File: src/rtl/iomem_timer.sv
// iomem_timer: memory-mapped prescaled 32-bit timer with compare match and level interrupt
module iomem_timer #(
   parameter logic [31:0] BASE_ADDR = 32'h0300_0000
) (
   input  logic        clk,
   input  logic        resetn,
   input  logic        iomem_valid,
   output logic        iomem_ready,
   input  logic [3:0]  iomem_wstrb,
   input  logic [31:0] iomem_addr,
   input  logic [31:0] iomem_wdata,
   output logic [31:0] iomem_rdata,
   output logic        irq
);
   typedef enum logic {IDLE, ACK} state_t;
   state_t      state;
   logic [2:0]  ctrl;
   logic [15:0] prescale;
   logic [15:0] pre_cnt;
   logic [31:0] count;
   logic [31:0] compare;
   logic        match;
   logic [7:0]  off;
   logic        sel;
   logic        go;
   logic        wr;
   logic        tick;
   logic        hit;
   logic [31:0] wmask;
   logic [31:0] rd_val;
   logic [31:0] merged;
   assign off    = iomem_addr[7:0];
   assign sel    = iomem_valid && iomem_addr[31:8] == BASE_ADDR[31:8];
   assign go     = sel && state == IDLE && !iomem_ready;
   assign wr     = go && |iomem_wstrb;
   assign wmask  = {{8{iomem_wstrb[3]}}, {8{iomem_wstrb[2]}}, {8{iomem_wstrb[1]}}, {8{iomem_wstrb[0]}}};
   assign tick   = ctrl[0] && pre_cnt == prescale;
   assign hit    = tick && count == compare;
   assign irq    = match && ctrl[2];
   // the current register value doubles as the base for byte-merged writes
   assign merged = (rd_val & ~wmask) | (iomem_wdata & wmask);
   always_comb
      rd_val = off == 8'h00 ? {29'b0, ctrl} :
               off == 8'h04 ? {16'b0, prescale} :
               off == 8'h08 ? count :
               off == 8'h0C ? compare :
               off == 8'h10 ? {31'b0, match} : 32'b0;
   always_ff @(posedge clk or negedge resetn)
      if (!resetn) begin
         state       <= IDLE;
         iomem_ready <= 1'b0;
         iomem_rdata <= '0;
         ctrl        <= '0;
         prescale    <= '0;
         pre_cnt     <= '0;
         count       <= '0;
         compare     <= '0;
         match       <= 1'b0;
      end else begin
         state       <= go ? ACK : IDLE;
         iomem_ready <= go;
         iomem_rdata <= go ? rd_val : '0;
         if (wr && off == 8'h00) ctrl <= merged[2:0];
         if (wr && off == 8'h04) prescale <= merged[15:0];
         if (wr && off == 8'h0C) compare <= merged;
         pre_cnt <= (wr && (off == 8'h00 || off == 8'h04)) || !ctrl[0] || tick ? '0 : pre_cnt + 16'd1;
         if (wr && off == 8'h08) count <= merged;
         else if (tick) count <= hit && ctrl[1] ? '0 : count + 32'd1;
         if (hit) match <= 1'b1;
         else if (wr && off == 8'h10 && iomem_wstrb[0] && iomem_wdata[0]) match <= 1'b0;
      end
endmodule

File: config.mk
export PLATFORM = sky130hd
export DESIGN_NAME = iomem_timer
export DESIGN_NICKNAME = d
export VERILOG_FILES = /design/src/rtl/iomem_timer.sv
export SDC_FILE = /design/constraint.sdc
export NUM_CORES = 1
export LEC_CHECK = 0
export CORE_MARGIN = 1
export CORE_UTILIZATION = 50
export DETAILED_ROUTE_END_ITERATION = 8
export PLACE_DENSITY = 0.77
export SLEW_MARGIN = 15
export SYNTH_ARGS = -nofsm -noshare
export SYNTH_HDL_FRONTEND = slang
export SYNTH_SLANG_ARGS = --single-unit
File: constraint.sdc
create_clock -name clk -period 2.5 [get_ports clk]
set_clock_uncertainty 0.1 [all_clocks]
set_input_delay 0.5 -clock clk [delete_from_list [all_inputs] [get_ports clk]]
set_output_delay 0.5 -clock clk [all_outputs]
set_load 0.02 [all_outputs]
Word level (Yosys, flattened, before mapping)
Cells that the tools add are included.
{"block": "totals", "input_bits": 71, "word_cells": 61, "reg_bits": 134, "out_inout_bits": 34}
{"block": "classes", "eq_ne": 7, "n_addsub": 2, "n_bitwise": 5, "n_reduce_logical": 25, "mux": 13}
{"operator": "32-bit 2-to-1 mux", "n": 8}
{"operator": "32-bit AND", "n": 2}
{"operator": "32-bit by 1-bit adder with 32-bit output (second input constant)", "n": 1}
{"operator": "32-bit equality test", "n": 1}
{"operator": "32-bit inverter", "n": 1}
{"operator": "32-bit bitwise OR", "n": 1}
{"operator": "24-bit by 18-bit equality test with 1-bit output (second input constant)", "n": 1}
{"operator": "16-bit by 1-bit adder with 16-bit output (second input constant)", "n": 1}
{"operator": "16-bit equality test", "n": 1}
{"operator": "8-bit by 4-bit equality test with 1-bit output (second input constant)", "n": 2}
{"operator": "1-bit logical AND", "n": 16}
{"operator": "16-bit 2-to-1 mux", "n": 1}
{"operator": "8-bit by 3-bit equality test with 1-bit output (second input constant)", "n": 1}
{"operator": "8-bit by 5-bit equality test with 1-bit output (second input constant)", "n": 1}
{"operator": "8-bit zero test", "n": 1}
{"operator": "1-bit 2-to-1 mux", "n": 4}
{"operator": "2-bit nonzero test", "n": 2}
{"operator": "4-bit OR reduction", "n": 1}
{"operator": "1-bit logical OR", "n": 3}
{"operator": "1-bit zero test", "n": 2}
{"operator": "1-bit inverter", "n": 1}

Logic depth before layout (Yosys ltp)
{"block": "depth", "word_depth": 10, "mapped_depth": 10, "depth_no_buf": 8}

Worst setup path after synthesis
No wires, ideal clock.
{"block": "synth_timing", "kind": "input to register", "startpoint": "input iomem_addr[1]", "endpoint": "register count[10]", "setup_time_ns": 0.135, "n_path_buf": 3, "arrival_time_ns": 2.382, "required_time_ns": 2.265, "slack_ns": -0.117, "path_stages": 8, "path_cell_list": "or4_1 > nor3_1 > buf_2 > nand2_1 > nor4_1 > buf_2 > buf_2 > a22oi_1"}
{"block": "synth_between", "elab_chain_cells": 8, "word_cells_on_any_way": 13, "classes_between": "eq/ne: 3; mux: 5; bitwise: 2; reduce/logical: 3"}
{"element": "start, declared", "line_no": "10", "source": "input logic [31:0] iomem_addr,"}
{"element": "8-bit by 4-bit equality test with 1-bit output", "line_no": "46", "source": "off == 8'h0C ? compare :"}
{"element": "32-bit 2-to-1 mux", "line_no": "46"}
{"element": "32-bit 2-to-1 mux", "line_no": "45", "source": "off == 8'h08 ? count :"}
{"element": "32-bit 2-to-1 mux", "line_no": "44", "source": "off == 8'h04 ? {16'b0, prescale} :"}
{"element": "32-bit 2-to-1 mux", "line_no": "43", "source": "rd_val = off == 8'h00 ? {29'b0, ctrl} :"}
{"element": "32-bit AND", "line_no": "41", "source": "assign merged = (rd_val & ~wmask) | (iomem_wdata & wmask);"}
{"element": "32-bit bitwise OR", "line_no": "41"}
{"element": "32-bit 2-to-1 mux", "line_no": "67", "source": "if (wr && off == 8'h08) count <= merged;"}
{"element": "end signal, assigned", "line_no": "67"}
{"element": "end signal, assigned", "line_no": "68", "source": "else if (tick) count <= hit && ctrl[1] ? '0 : count + 32'd1;"}
{"element": "end, declared", "line_no": "20", "source": "logic [31:0] count;"}
Parallel ways exist; a longest one is shown, timed or not.
A chain may end at the register's enable or synchronous reset.

Worst setup path in the final report
{"block": "layout_timing", "startpoint": "register prescale[4]", "endpoint": "register count[13]"}
{"block": "layout_between", "elab_chain_cells": 7, "word_cells_on_any_way": 8, "classes_between": "eq/ne: 1; mux: 3; reduce/logical: 4"}
{"element": "start, declared", "line_no": "18", "source": "logic [15:0] prescale;"}
{"element": "start signal, assigned", "line_no": "64", "source": "if (wr && off == 8'h04) prescale <= merged[15:0];"}
{"element": "16-bit equality test *", "line_no": "37", "source": "assign tick = ctrl[0] && pre_cnt == prescale;"}
{"element": "1-bit logical AND *", "line_no": "37"}
{"element": "1-bit logical AND", "line_no": "38", "source": "assign hit = tick && count == compare;"}
{"element": "1-bit logical AND", "line_no": "68"}
{"element": "32-bit 2-to-1 mux (2 in a row)", "line_no": "68"}
{"element": "32-bit 2-to-1 mux", "line_no": "67"}
Mark *: on every way between the ends. The rest lies on a longest branch, timed or not. The select of a mux whose other input is x is not followed.

==> summary.md <==
| Metric | Value |
|---|---|
| Initial Utilization | 0.522 |
| Hpwl dp | 15200 um |
| Pwr Density | 474 mW/mm^2 |
| Flops & latches, synth | 133 |
| Most common cell in the netlist | dfrtp_1 |
| Antenna diodes | 0 |
| Residual DRC count | 0 |
| Post-route insts no fill | 1225 |
| Minimum clock period after layout | 2590 ps |
| Synth top cells by count | 133 x dfrtp_1, 98 x nor2_1, 97 x nand2_1 |
| Routed len/inst | between 15 and 20 um |
| Nets@finish | 1105 |
| Largest net degree at the start of global routing | 53 |
| RSZ-0062 raised after global routing | yes |
| Routed Antenna Nets | 0 |
| Ys async rst share | 1.00 |
| Post-synthesis instance total | 821 |
| HP Class | reg -> reg |
| Setup TNS | -197 ps |
| Number of port buffers | 104 |
| Die Ht | about 120 um |
| Hold Worst Slack | ~430 ps |
| Tot GR Track Use | 0.311 |
| Area leader, netlist | dfrtp_1 |
| Setup violators final | 7 |
| Rows | 43 |
| DIE AREA | 0.0152 mm^2 |
| Tcrit/Tclk final | 1.03 |
| Worst Setup Path Type | reg -> reg |
| Slew Limit Fails | 0 |
| Placed cell areas | 0.00951 mm^2 |
| Vias | approximately 7300 |
| Worst Setup SP | prescale[4] |
| Slew headroom | 0.549 |
| Clk buf depth | 2 |
| Initial antenna violation count | 0 |
| Share of cells above drive strength 1 | 0.220 |
| Seq/Total Area, Yosys | 0.453 |
| Core area | approximately 0.014 mm^2 |
| Drt first pass iters | 6 |
| Leak pwr | 4.48 nW |
| Cell variety after synth | 47 |
| Leading register cell type out of synthesis | dfrtp_1 |
| Setup crit start kind | register |
| Post-synth EDFFs | 0 |
| Reg-to-Reg Start | prescale[4] |
| Fin area | 0.0105 mm^2 |
| Final setup margin | -85.5 ps |
| Violated checks | setup timing |
| Metal2 WL | 10800 um |
| Syn Nets | 894 |
| CTS tree | done |
| Final Hold Vio Count | 0 |
| 1st-iter DRT viols | 748 |
| Inserted Clock Buffers | 17 |
| First-pass GRT wire length | 35400 um |
| Ys Warns | 0 |
| Pre-CTS setup slack | -509 ps |
| Routed vias/inst | 5.99 |
| Tightest Pin Transition | 673 ps |
| H-Tree Depth | 4 |
| Crit path arrival time | 2780 ps |
| Metal1 wirelength | 9620 um |
| Die W | 123 um |
| Syn Area/Cell | 8.96 um^2 |
| Hold path start | ctrl[2] |
| Synth area leaders | dfrtp_1 45%, xnor2_1 5.4%, nor2_1 5.0%, nand2_1 5.0%, mux2_2 4.3% |
| Worst Path Required | approximately 2700 ps |
| Final design utilization | 0.741 |
| Area Overhead vs Synth | 42.1% |
| Worst-path fanout max | 32 |
| Status | complete, but fails checks |
| Inst Count DP | 1178 |
| GRT Residual Overflow | 0 |
| Maximum vdd drop | approximately 410 uV |
| F_max | 387 MHz |
| Top-area cell type share of the netlist area | 0.453 |
| WL final | 23500 um |
| Met3 wire length | about 2300 um |
| Placer Congestion | 0.894 |
| Synth Cell Area | 0.00735 mm^2 |
| Root Driver | clkbuf_16 |
| I/O pin cnt | ~110 |
| Later-pin clock latency in the skew report | 430 ps |
| CTS Sinks | 133 |
| CP Capture Type | register |
| Tot Pwr | 4.96 mW |
| Vias in the first global route | 6920 |
| Clock slew at reported path FFs | 60 ps |
| Max cap viols | 0 |
| Uppermost layer routed | met4 |
critical path, cell delays in order (launching register included):
cell and delay, ps:
dfrtp_1 390, xor2_1 170, nor4_2 390, nand2_1 120
or4_4 550, buf_8 210, a22oi_1 230, o311a_1 230
a21oi_1 50
registers in the layout, indices dropped and copies added (netlist names):
register and count:
compare 32, count 32, ctrl 3, iomem_rdata 32, iomem_ready 1, match 1, pre_cnt 16, prescale 16
where the power goes:
group,switching (mW),internal (mW)
logic,0.149,0.164
registers,0.0000000237,2.15
clock network,0.934,1.55
total,1.08,3.87
cell usage in the layout (no fill, tap or decap), drive strengths merged, types with 7 or more instances in the layout:
| master | count |
|---|---|
| a21o | 11 |
| a21oi | 58 |
| a22o | 15 |
| a22oi | 32 |
| a31oi | 9 |
| and2 | 12 |
| and3 | 11 |
| buf | 141 |
| clkbuf | 25 |
| clkdlybuf4s50 | 99 |
| clkinv | 8 |
| dfrtp | 133 |
| inv | 23 |
| mux2 | 28 |
| nand2 | 97 |
| nand3 | 26 |
| nand4 | 22 |
| nor2 | 98 |
| nor2b | 7 |
| nor3 | 9 |
| nor4 | 17 |
| o21ai | 43 |
| xnor2 | 45 |
| xor2 | 17 |
path summary, 6_finish.rpt:
kind,to,slack [ps],cells past startpoint
max,count[13],-90,8
min,ctrl[2],430,2
max reg2reg,count[13],-90,8
min reg2reg,ctrl[2],430,2
max in group asynchronous,pre_cnt[6],1140,3
min in group asynchronous,compare[19],510,2
layout make-up:
cell class                      instances  area [um^2]
Multi-Input combinational cell        608         3840
Sequential cell                       133         3330
Inverter                               23         86.3
Tap cell                              180          225
Clock buffer                           21          440
Fill cell                             953         3640
Clock inverter                         11          134
Timing Repair Buffer                  249         2390
repair_timing:
action / CTS / global route
endpoints found under the setup margin: 62 / 93
gates cloned: 0 / 6
resized for setup: 10 / 40
hold endpoints to repair: 50 / 0
hold buffers: 1 / 0
buffers inserted: 4 / 4
pin swaps: 6 / 11
logic make-up (layout without fill, tap and decap cells):
kind of cell,Yosys count,in the layout,synth area share
buffers and inverters,80,304,0.0430
xor gates and xnor gates,62,62,0.0738
adders and majority gates,2,2,0.00340
muxes,33,33,0.0531
and+or+nand+nor,318,318,0.207
DFF,133,133,0.453
AOI/OAI and AO/OA,193,193,0.167
per-layer routing:
metal,global-route usage,vias up
li1,-,3322
met1,0.414,3499
met2,0.494,445
met3,0.0660,74
met4,0.124,0
met5,0,-
No activity file was read; power rests on OpenSTA's default activity.
